[src/rtl/lcm_seq_if.sv]
// Handshake and operand/result bundle for the sequential LCM/GCD engine.
// The master issues operand pairs; the slave (the engine) returns gcd and lcm.
interface lcm_seq_if #(
  parameter int unsigned W = 4
);
  logic           start;
  logic [W-1:0]   x;
  logic [W-1:0]   y;
  logic           busy;
  logic           done;
  logic [W-1:0]   g;
  logic [2*W-1:0] lcm;

  modport master (
    output start, x, y,
    input  busy, done, g, lcm
  );

  modport slave (
    input  start, x, y,
    output busy, done, g, lcm
  );
endinterface

[src/rtl/lcm_seq.sv]
// Multi-cycle LCM/GCD engine with a start/done handshake.
// gcd is found by binary (Stein) reduction, one step per clock, then
// lcm = (x / g) * y using restoring division followed by shift-add multiply.
// W must be at least 2.
module lcm_seq #(
  parameter int unsigned W = 4
) (
  input logic       clk,
  input logic       rst,
  lcm_seq_if.slave  bus
);

  localparam int unsigned KW = $clog2(W + 1);

  typedef enum logic [2:0] {
    StIdle,
    StGcd,
    StRestore,
    StDiv,
    StMul,
    StDone
  } state_e;

  state_e         state_q;
  logic           busy_q;
  logic           done_q;
  logic [W-1:0]   g_q;
  logic [2*W-1:0] lcm_q;

  // Captured operands, kept for the divide and multiply phases.
  logic [W-1:0]   xa_q;
  logic [W-1:0]   yb_q;

  // Stein reduction working registers; k counts the shared factors of two.
  logic [W-1:0]   a_q;
  logic [W-1:0]   b_q;
  logic [KW-1:0]  k_q;

  // Divide/multiply datapath: quotient doubles as the dividend shift register
  // during DIV and as the multiplier shift register during MUL.
  logic [W-1:0]   quo_q;
  logic [W-1:0]   rem_q;
  logic [2*W-1:0] prod_q;
  logic [2*W-1:0] mcand_q;
  logic [KW-1:0]  cnt_q;

  logic [W:0]     rem_shift;
  logic           q_bit;
  logic [W-1:0]   rem_next;
  logic [W-1:0]   quo_next;
  logic [2*W-1:0] prod_next;

  assign bus.busy = busy_q;
  assign bus.done = done_q;
  assign bus.g    = g_q;
  assign bus.lcm  = lcm_q;

  // One restoring-division step and one shift-add step, from current registers.
  always_comb begin
    rem_shift = {rem_q, quo_q[W-1]};
    q_bit     = (rem_shift >= {1'b0, g_q});
    rem_next  = q_bit ? W'(rem_shift - {1'b0, g_q}) : rem_shift[W-1:0];
    quo_next  = (quo_q << 1) | W'(q_bit);
    prod_next = quo_q[0] ? (prod_q + mcand_q) : prod_q;
  end

  // Controller and datapath; all outputs are registered.
  always_ff @(posedge clk or posedge rst) begin
    if (rst) begin
      state_q <= StIdle;
      busy_q  <= 1'b0;
      done_q  <= 1'b0;
      g_q     <= '0;
      lcm_q   <= '0;
      xa_q    <= '0;
      yb_q    <= '0;
      a_q     <= '0;
      b_q     <= '0;
      k_q     <= '0;
      quo_q   <= '0;
      rem_q   <= '0;
      prod_q  <= '0;
      mcand_q <= '0;
      cnt_q   <= '0;
    end else begin
      done_q <= 1'b0;
      unique case (state_q)
        StIdle: begin
          if (bus.start) begin
            xa_q   <= bus.x;
            yb_q   <= bus.y;
            a_q    <= bus.x;
            b_q    <= bus.y;
            k_q    <= '0;
            busy_q <= 1'b1;
            if ((bus.x == '0) || (bus.y == '0)) begin
              g_q     <= bus.x | bus.y;
              lcm_q   <= '0;
              done_q  <= 1'b1;
              state_q <= StDone;
            end else begin
              state_q <= StGcd;
            end
          end
        end

        StGcd: begin
          if (a_q == b_q) begin
            state_q <= StRestore;
          end else if (!a_q[0] && !b_q[0]) begin
            a_q <= a_q >> 1;
            b_q <= b_q >> 1;
            k_q <= k_q + KW'(1);
          end else if (!a_q[0]) begin
            a_q <= a_q >> 1;
          end else if (!b_q[0]) begin
            b_q <= b_q >> 1;
          end else if (a_q >= b_q) begin
            a_q <= a_q - b_q;
          end else begin
            b_q <= b_q - a_q;
          end
        end

        StRestore: begin
          g_q     <= a_q << k_q;
          quo_q   <= xa_q;
          rem_q   <= '0;
          cnt_q   <= '0;
          state_q <= StDiv;
        end

        StDiv: begin
          quo_q <= quo_next;
          rem_q <= rem_next;
          if (cnt_q == KW'(W - 1)) begin
            prod_q  <= '0;
            mcand_q <= {{W{1'b0}}, yb_q};
            cnt_q   <= '0;
            state_q <= StMul;
          end else begin
            cnt_q <= cnt_q + KW'(1);
          end
        end

        StMul: begin
          prod_q  <= prod_next;
          mcand_q <= mcand_q << 1;
          quo_q   <= quo_q >> 1;
          if (cnt_q == KW'(W - 1)) begin
            lcm_q   <= prod_next;
            done_q  <= 1'b1;
            state_q <= StDone;
          end else begin
            cnt_q <= cnt_q + KW'(1);
          end
        end

        StDone: begin
          busy_q  <= 1'b0;
          state_q <= StIdle;
        end

        default: begin
          busy_q  <= 1'b0;
          state_q <= StIdle;
        end
      endcase
    end
  end

endmodule

[src/flat_wrapper.sv]
// flat-port wrapper written by rule: the top's interface ports become plain ports
module lcm_seq_flat 
#(
  parameter int unsigned W = 4
)
  (clk, rst, bus_start, bus_x, bus_y, bus_busy, bus_done, bus_g, bus_lcm);
  lcm_seq_if #(.W(W)) bus_i ();
  input logic clk;
  input logic rst;
  input wire logic [$bits(bus_i.start)-1:0] bus_start;
  input wire logic [$bits(bus_i.x)-1:0] bus_x;
  input wire logic [$bits(bus_i.y)-1:0] bus_y;
  output wire logic [$bits(bus_i.busy)-1:0] bus_busy;
  output wire logic [$bits(bus_i.done)-1:0] bus_done;
  output wire logic [$bits(bus_i.g)-1:0] bus_g;
  output wire logic [$bits(bus_i.lcm)-1:0] bus_lcm;
  assign bus_i.start = bus_start;
  assign bus_i.x = bus_x;
  assign bus_i.y = bus_y;
  assign bus_busy = bus_i.busy;
  assign bus_done = bus_i.done;
  assign bus_g = bus_i.g;
  assign bus_lcm = bus_i.lcm;
  lcm_seq #(.W(W)) u_core (.clk(clk), .rst(rst), .bus(bus_i));
endmodule
[config.mk]
export PLATFORM = sky130hd
export DESIGN_NAME = lcm_seq_flat
export DESIGN_NICKNAME = d
export VERILOG_FILES = /design/src/rtl/lcm_seq_if.sv /design/src/rtl/lcm_seq.sv /design/src/flat_wrapper.sv
export SDC_FILE = /design/constraint.sdc
export NUM_CORES = 1
export LEC_CHECK = 0
export ABC_AREA = 1
export CORE_MARGIN = 2
export CORE_UTILIZATION = 60
export DETAILED_ROUTE_END_ITERATION = 16
export PLACE_DENSITY_LB_ADDON = 0.08
export RECOVER_POWER = 50
export SETUP_SLACK_MARGIN = 0.5
export SLEW_MARGIN = 20
export SYNTH_ARGS = -nofsm -noshare
export SYNTH_HDL_FRONTEND = slang
export SYNTH_SLANG_ARGS = --single-unit
[constraint.sdc]
create_clock -name clk -period 3 [get_ports clk]
set_clock_uncertainty 0.15 [all_clocks]
set_input_delay 0.9 -clock clk [delete_from_list [all_inputs] [get_ports clk]]
set_output_delay 0.9 -clock clk [all_outputs]
set_load 0.01 [all_outputs]
==> impl_metrics.yaml <==
power:
  p_per_area_mw_per_mm2: 1140
  leakagePower_nw: 2.19
  peakVddDrop_v: 0.000768
timing:
  worst_slew_pin_slew_ns: 0.926
  finalSetupTns_ns: 0
  rsz0062_at_grt: "yes"
  final_max_slew_viol_count: 0
  timing.fmax_mhz: 384
  hold_viol_final: 0
  min_period_ns: 2.60
  slew_headroom_pct: 38.0
  finalCritPeriodShare_pct: 86.7
  setup_viol_count_final: 0
floorplanning:
  die_h_um: 85.0
  die_x_um: 85.0
  ios: 25
  row_count: 29
  die_area_mm2: 0.00723
  coreArea_mm2: 0.00635
  initial_core_util_pct: 62.0
clock_tree:
  cts_max_level: 3
  numCtsBuffers: 9
  clockBufferDepth: 2
  clock_latency_ns: 0.34
  clock_sinks: 63
  root_buffer: "clkbuf_8"
  cts_tree: "done"
  post_cts_buffers: 0
  clkSlewWorstSetupHoldPaths_ns: 0.07
global_route:
  antenna_found_initial: 0
  grt_util_met3_pct: 4.96
  grt_first_pass_wirelength_um: 15100
  top_usage_layer: "met2"
  met1_usage_pct: 35.5
  grt_overflow: 0
  first_global_vias: 3295
  grtUsageMet2_pct: 42.4
  track_usage_pct: 26.1
  grt_max_degree: 44
logic_synthesis:
  synthMuxAreaShare_pct: 0
  synth_compound_area_share_pct: 17.2
  synth_top_family_by_area: "simple AND/OR/NAND/NOR gates"
  synth_area_leaders: "dfrtp_1, nand2_1, ha_1"
  synthCells: 498
  synth_top_cell_by_area: "dfrtp_1"
  ys_seq_elements: 63
  synth.top_cell.area_share_pct: 40.0
  syn_avg_cell_area_um2: 7.91
  synthFlopType: "dfrtp_1"
  syn_area_mm2: 0.00394
  ys_warn_count: 0
  ys_seq_area_share_pct: 40.0
  synth_xor_area_share_pct: 1.56
  synth_nets: 536
  yosys.area_share.adder_pct: 9.34
  synth_edf_count: 0
  async_reset_ff_share_pct: 100
  ys_types: 45
  yosys.area_share.simple_pct: 22.6
critical_path:
  crit_path_end_kind: "flop"
  critical_path.startpoint_type: "input port"
  cp.arrival_ns: 2.69
  crit_type: "input port to flop"
  cp.required_ns: 3.08
  cp_max_fo: 16
routing:
  routedWlPerCell_um: 14.3
  vias_per_cell: 5.60
  ant_nets: 0
  via_count: 3399
  first_pass_iters: 5
  routed_wl_um: 8660
  drt-initial-drc-count: 154
  remaining_drc_errors: 0
hold_path:
  hold_class: "flop to flop"
cells_and_area:
  final_cells: 607
  n_fill_cell: 518
  final_cell_mix: "nand2_1, inv_1, dfrtp_1"
  antenna_cells: 0
  layout.nets: 563
  area_delta_synth_final_pct: 13.2
  final_common_cell: "nand2_1"
  drive_above_1_share_pct: 8.87
run:
  drv_cap: 0
place:
  io_buffer_count: 24
  placed_cells_incl_taps: 591
  dpl.hpwl_um: 6340
  gp_congestion: 0.878
status:
  status: "finished clean"
registers in the layout, summed over array words and instances (netlist names), 4 cells and up:
signal,cells
u_core.yb_q,4
u_core.bus.g,4
u_core.b_q,4
u_core.prod_q,8
u_core.quo_q,4
u_core.bus.lcm,8
u_core.a_q,4
u_core.xa_q,4
u_core.mcand_q,8
u_core.rem_q,4
stage by stage:
| step | power (mW) | hold slack, ns | util [%] | setup WS [ns] | area [µm²] |
|---|---|---|---|---|---|
| floorplan | 3.56 | 0.292 | - | 0.867 | 3940 |
| global placement | 4.18 | 0.313 | 67.0 | 0.354 | 4250 |
| detailed placement | 4.23 | 0.318 | 67.0 | 0.280 | 4250 |
| CTS | 5.11 | 0.337 | 70.5 | 0.576 | 4480 |
| global route | 5.60 | 0.360 | 70.2 | 0.271 | 4460 |
| finish | 5.10 | 0.331 | 70.2 | 0.398 | 4460 |
synth_stat cells, drive strengths merged, types with 3 or more instances:
master	number
nand2	127
inv	79
o21ai	71
dfrtp	63
nand3	26
nor2	25
a21oi	24
ha	23
buf	9
nor3	7
o211ai	7
o22ai	6
fa	4
xnor2	4
xor2	3
layer usage:
layer  vias up  part of all wire, %
met3        11                  5.0
met5         -                    0
li1       1691                    -
met2        96                   48
met1      1601                   45
met4         0                  1.2
cells by family (layout without fill, tap and decap cells):
logic type	after synthesis	after routing
buf+inv	91	123
simple gates	190	190
compound gates	120	120
xor+xnor	7	7
flops	63	63
fa+ha+maj	27	27
critical path: stages:
cell and delay [ns]:
dlygate4sd3_1 0.59, nand2_1 0.43, nand2_1 0.09, nand2_1 0.31
inv_1 0.19, nand3_1 0.12, nand2_1 0.05
layout make-up:
class                           count  area, µm²  area share (%)
Inverter                           81        313            7.02
Multi-Input combinational cell    344       1990            44.7
Clock buffer                       13        159            3.57
Tap cell                           77       96.3            2.16
Sequential cell                    63       1580            35.4
Clock inverter                      3       65.1            1.46
Timing Repair Buffer               26        255            5.73
path summary, 6_finish.rpt:
check	startpoint	to	slack (ns)	cells after the start
hold / removal	u_core.cnt_q[1]	u_core.cnt_q[1]	0.33	2
min in group asynchronous	rst	u_core.prod_q[4]	1.01	2
setup reg to reg	u_core.a_q[0]	u_core.a_q[2]	0.71	12
setup / recovery	bus_start	u_core.bus.lcm[7]	0.40	7
max in group asynchronous	rst	u_core.bus.g[1]	0.59	3
hold reg to reg	u_core.cnt_q[1]	u_core.cnt_q[1]	0.33	2
what timing repair did:
action	in CTS	in global routing
gates resized for setup	1	2
setup endpoints to repair	2	7
hold buffers	0	0
report_power, final:
part / switching (mW) / internal, mW
Sequential: 0.290 / 1.21
Clock: 0.332 / 0.513
Combinational: 1.74 / 1.02
Total: 2.36 / 2.74
No activity file was read; power rests on OpenSTA's default activity.
